==> src/rtl/uart_pkg.sv <==
// uart_pkg: definitions shared by the UART receive path and the future transmit path.
//   rx_state_e     receiver FSM states
//   maj3()         3-sample majority vote
//   *_MIN / *_MAX  legal parameter ranges
//   cfg_legal()    checks one parameter set against those ranges
package uart_pkg;

    typedef enum logic [2:0] {
        ST_IDLE,
        ST_START,
        ST_DATA,
        ST_PARITY,
        ST_STOP,
        ST_BREAK
    } rx_state_e;

    localparam int unsigned DATA_BITS_MIN  = 5;
    localparam int unsigned DATA_BITS_MAX  = 9;
    localparam int unsigned OVERSAMPLE_MIN = 8;
    localparam int unsigned STOP_BITS_MIN  = 1;
    localparam int unsigned STOP_BITS_MAX  = 2;

    function automatic logic maj3(input logic a, input logic b, input logic c);
        return (a & b) | (a & c) | (b & c);
    endfunction

    function automatic bit cfg_legal(input int unsigned data_bits,
                                     input int unsigned oversample,
                                     input int unsigned stop_bits);
        return (data_bits >= DATA_BITS_MIN) && (data_bits <= DATA_BITS_MAX) &&
               (oversample >= OVERSAMPLE_MIN) && (oversample % 2 == 0) &&
               (stop_bits >= STOP_BITS_MIN) && (stop_bits <= STOP_BITS_MAX);
    endfunction

endpackage

==> src/rtl/uart_rx_sampler.sv <==
// uart_rx_sampler: input synchronizer, oversample counter and 3-sample bit vote.
//   clk, rst    clock, synchronous active-high reset
//   os_tick     oversample tick (baud x OVERSAMPLE)
//   rx          asynchronous serial line, idle high
//   count_clr   restarts the sample counter at 0 (start edge seen)
//   rxs         synchronized line
//   rxs_fall    rxs went 1 -> 0 this cycle
//   bit_strobe  a bit decision is made this cycle
//   bit_val     majority vote of the three mid-bit samples
module uart_rx_sampler
    import uart_pkg::*;
#(
    parameter int OVERSAMPLE = 16
) (
    input  logic clk,
    input  logic rst,
    input  logic os_tick,
    input  logic rx,
    input  logic count_clr,
    output logic rxs,
    output logic rxs_fall,
    output logic bit_strobe,
    output logic bit_val
);

    localparam int CW = $clog2(OVERSAMPLE);
    localparam logic [CW-1:0] C_LAST = CW'(OVERSAMPLE - 1);
    localparam logic [CW-1:0] C_MID  = CW'(OVERSAMPLE / 2);
    localparam logic [CW-1:0] C_S0   = CW'(OVERSAMPLE / 2 - 2);
    localparam logic [CW-1:0] C_S1   = CW'(OVERSAMPLE / 2 - 1);

    logic [1:0]    sync_q;
    logic          rxs_prev_q;
    logic [CW-1:0] c_q;
    logic          s0_q;
    logic          s1_q;

    assign rxs        = sync_q[1];
    assign rxs_fall   = rxs_prev_q & ~rxs;
    assign bit_strobe = os_tick & (c_q == C_MID);
    // The third sample is the live line on the deciding tick itself.
    assign bit_val    = maj3(s0_q, s1_q, rxs);

    always_ff @(posedge clk) begin
        if (rst) begin
            sync_q     <= 2'b11;
            rxs_prev_q <= 1'b1;
            c_q        <= '0;
            s0_q       <= 1'b1;
            s1_q       <= 1'b1;
        end else begin
            sync_q     <= {sync_q[0], rx};
            rxs_prev_q <= rxs;
            // A start edge realigns the counter even if a tick lands on the same cycle.
            if (count_clr) begin
                c_q <= '0;
            end else if (os_tick) begin
                c_q <= (c_q == C_LAST) ? '0 : c_q + 1'b1;
            end
            if (os_tick && (c_q == C_S0)) s0_q <= rxs;
            if (os_tick && (c_q == C_S1)) s1_q <= rxs;
        end
    end

endmodule

==> src/rtl/uart_rx_os.sv <==
// uart_rx_os: oversampling UART receiver with a valid/ready holding register.
//   clk, rst      clock, synchronous active-high reset
//   os_tick       oversample tick, OVERSAMPLE pulses per bit
//   rx            asynchronous serial line, idle high
//   rx_data       received word, valid while rx_valid
//   rx_valid      word held until rx_valid & rx_ready
//   rx_ready      consumer accept
//   parity_err    parity status of the held word (0 without parity)
//   frame_err     one-cycle pulse: a stop bit voted low
//   overrun_err   one-cycle pulse: a frame finished while the previous word was unaccepted
// Build option: define UART_RX_PARITY_EN to expect one parity bit after the data bits.
module uart_rx_os
    import uart_pkg::*;
#(
    parameter int DATA_BITS  = 8,
    parameter int OVERSAMPLE = 16,
    parameter int STOP_BITS  = 1,
    parameter int PARITY_ODD = 0
) (
    input  logic                 clk,
    input  logic                 rst,
    input  logic                 os_tick,
    input  logic                 rx,
    output logic [DATA_BITS-1:0] rx_data,
    output logic                 rx_valid,
    input  logic                 rx_ready,
    output logic                 parity_err,
    output logic                 frame_err,
    output logic                 overrun_err
);

    localparam logic [3:0] DATA_LAST = 4'(DATA_BITS - 1);
    localparam logic [3:0] STOP_LAST = 4'(STOP_BITS - 1);

    logic rxs, rxs_fall, bit_strobe, bit_val, count_clr;

    uart_rx_sampler #(.OVERSAMPLE(OVERSAMPLE)) u_sampler (
        .clk        (clk),
        .rst        (rst),
        .os_tick    (os_tick),
        .rx         (rx),
        .count_clr  (count_clr),
        .rxs        (rxs),
        .rxs_fall   (rxs_fall),
        .bit_strobe (bit_strobe),
        .bit_val    (bit_val)
    );

    rx_state_e            state_q, state_d;
    logic [DATA_BITS-1:0] shift_q, shift_d;
    logic [3:0]           cnt_q, cnt_d;
    logic                 stop_bad_q, stop_bad_d;
    logic                 load, frame_pulse;
    logic                 stop_bad_now;

    logic [DATA_BITS-1:0] rx_data_q;
    logic                 rx_valid_q, frame_err_q, overrun_err_q;
    logic                 handshake;

`ifdef UART_RX_PARITY_EN
    localparam logic PAR_ODD = PARITY_ODD[0];
    logic par_err_q, par_err_d;     // status of the frame in flight
    logic parity_err_q;             // status of the held word
`else
    wire unused_parity_odd = PARITY_ODD[0];
`endif

    always_comb begin
        state_d      = state_q;
        shift_d      = shift_q;
        cnt_d        = cnt_q;
        stop_bad_d   = stop_bad_q;
        load         = 1'b0;
        frame_pulse  = 1'b0;
        count_clr    = 1'b0;
        stop_bad_now = stop_bad_q | ~bit_val;
`ifdef UART_RX_PARITY_EN
        par_err_d    = par_err_q;
`endif
        case (state_q)
            ST_IDLE: begin
                if (rxs_fall) begin
                    count_clr = 1'b1;
                    state_d   = ST_START;
                end
            end
            ST_START: begin
                if (bit_strobe) begin
                    cnt_d   = '0;
                    state_d = bit_val ? ST_IDLE : ST_DATA;
                end
            end
            ST_DATA: begin
                if (bit_strobe) begin
                    shift_d = {bit_val, shift_q[DATA_BITS-1:1]};
                    if (cnt_q == DATA_LAST) begin
                        cnt_d      = '0;
                        stop_bad_d = 1'b0;
`ifdef UART_RX_PARITY_EN
                        state_d    = ST_PARITY;
`else
                        state_d    = ST_STOP;
`endif
                    end else begin
                        cnt_d = cnt_q + 4'd1;
                    end
                end
            end
`ifdef UART_RX_PARITY_EN
            ST_PARITY: begin
                if (bit_strobe) begin
                    par_err_d = (^shift_q ^ bit_val) ^ PAR_ODD;
                    state_d   = ST_STOP;
                end
            end
`endif
            ST_STOP: begin
                if (bit_strobe) begin
                    // All stop bits are sampled before deciding, so 2-stop frames
                    // report at most one framing error.
                    if (cnt_q == STOP_LAST) begin
                        if (stop_bad_now) begin
                            frame_pulse = 1'b1;
                            state_d     = ST_BREAK;
                        end else begin
                            load    = 1'b1;
                            state_d = ST_IDLE;
                        end
                    end else begin
                        cnt_d      = cnt_q + 4'd1;
                        stop_bad_d = stop_bad_now;
                    end
                end
            end
            ST_BREAK: begin
                if (rxs) state_d = ST_IDLE;
            end
            default: state_d = ST_IDLE;
        endcase
    end

    always_ff @(posedge clk) begin
        if (rst) begin
            state_q    <= ST_IDLE;
            shift_q    <= '0;
            cnt_q      <= '0;
            stop_bad_q <= 1'b0;
        end else begin
            state_q    <= state_d;
            shift_q    <= shift_d;
            cnt_q      <= cnt_d;
            stop_bad_q <= stop_bad_d;
        end
    end

    assign handshake = rx_valid_q & rx_ready;

    always_ff @(posedge clk) begin
        if (rst) begin
            rx_data_q     <= '0;
            rx_valid_q    <= 1'b0;
            frame_err_q   <= 1'b0;
            overrun_err_q <= 1'b0;
        end else begin
            frame_err_q   <= frame_pulse;
            overrun_err_q <= load & rx_valid_q & ~handshake;
            if (load && (!rx_valid_q || handshake)) begin
                rx_data_q  <= shift_q;
                rx_valid_q <= 1'b1;
            end else if (handshake) begin
                rx_valid_q <= 1'b0;
            end
        end
    end

`ifdef UART_RX_PARITY_EN
    always_ff @(posedge clk) begin
        if (rst) begin
            par_err_q    <= 1'b0;
            parity_err_q <= 1'b0;
        end else begin
            par_err_q <= par_err_d;
            if (load && (!rx_valid_q || handshake)) parity_err_q <= par_err_q;
        end
    end
    assign parity_err = parity_err_q;
`else
    assign parity_err = 1'b0;
`endif

    assign rx_data     = rx_data_q;
    assign rx_valid    = rx_valid_q;
    assign frame_err   = frame_err_q;
    assign overrun_err = overrun_err_q;

endmodule

==> config.mk <==
export PLATFORM = sky130hd
export DESIGN_NAME = uart_rx_os
export DESIGN_NICKNAME = d
export VERILOG_FILES = /design/src/rtl/uart_pkg.sv /design/src/rtl/uart_rx_sampler.sv /design/src/rtl/uart_rx_os.sv
export SDC_FILE = /design/constraint.sdc
export NUM_CORES = 1
export LEC_CHECK = 0
export CAP_MARGIN = 20
export CORE_MARGIN = 3
export CORE_UTILIZATION = 40
export DETAILED_ROUTE_END_ITERATION = 8
export SETUP_SLACK_MARGIN = 0.4
export SKIP_CTS_REPAIR_TIMING = 1
export SYNTH_ARGS = -nofsm -noshare
export SYNTH_HDL_FRONTEND = slang
export SYNTH_SLANG_ARGS = --single-unit
==> constraint.sdc <==
create_clock -name clk -period 2.9 [get_ports clk]
set_input_delay 0.435 -clock clk [delete_from_list [all_inputs] [get_ports clk]]
set_output_delay 0.435 -clock clk [all_outputs]
set_load 0.01 [all_outputs]
==> flow_metrics.py <==
metrics = {
    "synthesis": {
        "synth_area_leader_cell": "dfxtp_1",
        "yosysSeqAreaShare": 0.420,
        "synthCells": 201,
        "ys_types": 44,
        "synth_nets": 211,
        "synth.ff_latch_count": 36,
        "syn_area_per_cell_um2": 8.55,
        "netlist.area_leader.share": 0.420,
        "syn_area_mm2": 0.00172,
        "ys_top_cells_by_area": "dfxtp_1, a21oi_1, nand2_1",
        "yosysWarnings": 0,
    },
    "finish": {
        "area_delta_synth_final_pct": 16.1,
        "fill_cells": 379,
        "multiInputGateArea_um2": 916,
        "instances_no_fill": 264,
        "regArea_um2": 721,
        "drive_above_1_share": 0.0888,
        "nets": 223,
        "diodes": 0,
    },
    "clock_network": {
        "clock_path_buffers": 2,
        "cts_tree": "yes",
        "clk_pin_slew_ns": 0.07,
        "clock-sinks": 36,
        "numCtsBuffers": 5,
        "clk_latency_ns": 0.28,
        "cts_root_buf": "clkbuf_8",
        "htree_levels": 2,
    },
    "placement": {
        "numPortBuffers": 15,
        "dpl_worst_slack_ns": 0.694,
        "place_inst": 256,
        "dp_hpwl_um": 2660,
        "gp_congestion": 0.918,
    },
    "critical_path": {
        "critPathSlowestCell": "clkdlybuf4s50_1",
        "start_kind": "input port",
        "r2r_start": "u_sampler.c_q[0]",
        "crit_path_end_kind": "flop",
        "worstSetupPathType": "input port to flop",
        "crit_family": "buffers and inverters",
        "startpoint": "os_tick",
        "critPathMaxFanout": 9,
        "crit_path_cell_trace": "clkdlybuf4s50_1 > and4b_1 > a21o_1 > o311ai_2 > mux2_4",
        "arrival_ns": 2.08,
        "worstPathBufferInverterCount": 1,
        "cp.required_ns": 3.07,
        "max_stage_delay_ns": 0.63,
    },
    "sta": {
        "slew_viol_final": 0,
        "rsz0062_at_grt": "false",
        "finalSetupTns_ns": 0,
        "tightest_slew_ns": 0.582,
        "fin_crit_ns": 1.91,
        "worst_clock_skew_ns": 0.00457,
        "worst_slack_ns": 0.987,
        "fmax_mhz": 523,
        "slew_headroom": 0.611,
        "hold_viol_final": 0,
        "finalSetupViolCount": 0,
        "fin_crit_sh": 0.660,
    },
    "detailed_routing": {
        "firstDrtPassIters": 4,
        "wl_um": 3510,
        "ant_nets": 0,
        "wl_per_cell_um": 13.3,
        "num_vias": 1474,
        "viasPerCell": 5.58,
        "drc_errors": 0,
        "drt_iter0_drc": 50,
    },
    "die": {
        "die_area_mm2": 0.00512,
        "rows": 23,
        "core_mm2": 0.00406,
        "io_pins": 17,
        "start_util": 0.423,
        "die_h_um": 71.5,
        "die_w_um": 71.5,
    },
    "power": {
        "total_power_uw": 971,
        "p_sw_uw": 197,
        "p_comb_frac": 0.044,
        "p_sw_frac": 0.203,
        "power_frac_seq": 0.522,
        "ir_drop_v": 0.000314,
        "power_density_mw_per_mm2": 487,
        "internal_power_uw": 774,
        "clockPowerShare": 0.434,
        "cellLeakagePower_nw": 0.691,
    },
    "global_route": {
        "grt_usage": 0.147,
        "antenna_found_initial": 0,
        "grt.overflow.total": 0,
        "grt_max_degree": 17,
        "grt_pass1_vias": 1365,
        "grt_pass1_wl_um": 6020,
    },
    "outcome": {
        "status": "finished clean",
    },
    "min_path": {
        "worstHoldStart": "u_sampler.sync_q[0]",
        "hp-class": "flop to flop",
    },
    "flow_run": {
        "cap_violations": 0,
    },
}
-- Yosys cell counts, drive strengths merged --
cell type  number
inv             6
a21boi          2
nand2b          5
a21oi          23
nand4           5
mux2            1
maj3            1
o31a            1
a41oi           2
nor2           10
xnor2           2
or3b            2
mux2i           1
buf             7
nand4b          2
nand2          20
dfxtp          36
nor2b           3
o31ai           1
and3            1
o21a            1
nor3b           5
o22ai           1
conb            1
or2             4
clkbuf          5
nor3            3
nand3          14
nand3b          1
xor2            1
ha              5
a21o            3
and4b           1
o21ai          16
o311ai          1
a2111oi         1
a41o            1
a211oi          2
a311o           2
and3b           2
-- final cells by class --
type / instances / share of cell area
Clock buffer: 6 / 0.0364
Multi-Input combinational cell: 147 / 0.459
Tap cell: 50 / 0.0314
Sequential cell: 36 / 0.361
Inverter: 6 / 0.0113
Clock inverter: 2 / 0.0176
Timing Repair Buffer: 17 / 0.0828
-- metrics by stage --
stage	utilization	instance area (um^2)	hold WS (ns)
3_3_place_gp	0.465	1890	0.402
6_report	0.492	1990	0.415
3_5_place_dp	0.465	1890	0.405
2_1_floorplan	-	1720	0.389
5_1_grt	0.492	1990	0.432
4_1_cts	0.492	1990	0.422
-- per-layer routing --
| layer | track usage | wire (um) | up-vias |
|---|---|---|---|
| li1 | - | - | 741 |
| met1 | 0.173 | 1550 | 697 |
| met2 | 0.241 | 1800 | 30 |
| met3 | 0.0505 | 109 | 6 |
| met4 | 0.0668 | 46 | 0 |
| met5 | 0 | 0 | - |
-- power by group through the flow --
| stage | registers [mW] | logic [mW] | clock network [mW] |
|---|---|---|---|
| 6_report | 0.507 | 0.0428 | 0.421 |
| 5_1_grt | 0.508 | 0.0476 | 0.458 |
| 2_1_floorplan | 0.514 | 0.0348 | 0 |
| 3_5_place_dp | 0.518 | 0.0431 | 0 |
| 3_3_place_gp | 0.518 | 0.0421 | 0 |
| 4_1_cts | 0.507 | 0.0434 | 0.436 |
-- placed cells by master (no fill, tap or decap), types with 4 or more instances in the layout --
cell             count
inv_1                6
nand4_1              5
clkdlybuf4s50_1     15
nor2_1              10
nand3_1             14
ha_1                 5
clkbuf_8             5
o21ai_0             14
dfxtp_1             36
nand2b_1             5
or2_2                4
a21oi_1             23
nand2_1             20
-- state kept, by name, summed over array words and instances (netlist names), 2 cells and up --
name and flops:
u_sampler.c_q 4, u_sampler.sync_q 2, rx_data 8, cnt_q 4
shift_q 8, state_q 3
-- cells by family (layout without fill, tap and decap cells) --
group                      Yosys count  in the layout  share of synthesized area
xor gates and xnor gates             3              3                     0.0153
AOI/OAI and AO/OA                   57             57                      0.205
other                                1              1                    0.00218
buffers and inverters               18             31                     0.0473
DFF                                 36             36                      0.420
muxes                                2              2                     0.0146
adders and majority gates            6              6                     0.0430
and+or+nand+nor                     78             78                      0.253
-- final timing paths --
kind                    endpoint  slack [ns]  depth (start not counted)
min          u_sampler.sync_q[1]        0.41                          1
max                   state_q[0]        0.99                          5
min reg2reg  u_sampler.sync_q[1]        0.41                          1
max reg2reg           state_q[0]        1.06                          6
-- worst register-to-register path, cell delays in order, from the launching register on --
cell	delay, ns
dfxtp_1	0.40
inv_1	0.11
ha_1	0.21
nand4b_1	0.19
o21ai_0	0.14
o311ai_2	0.36
mux2_4	0.33
(Power assumes the default switching activity.)
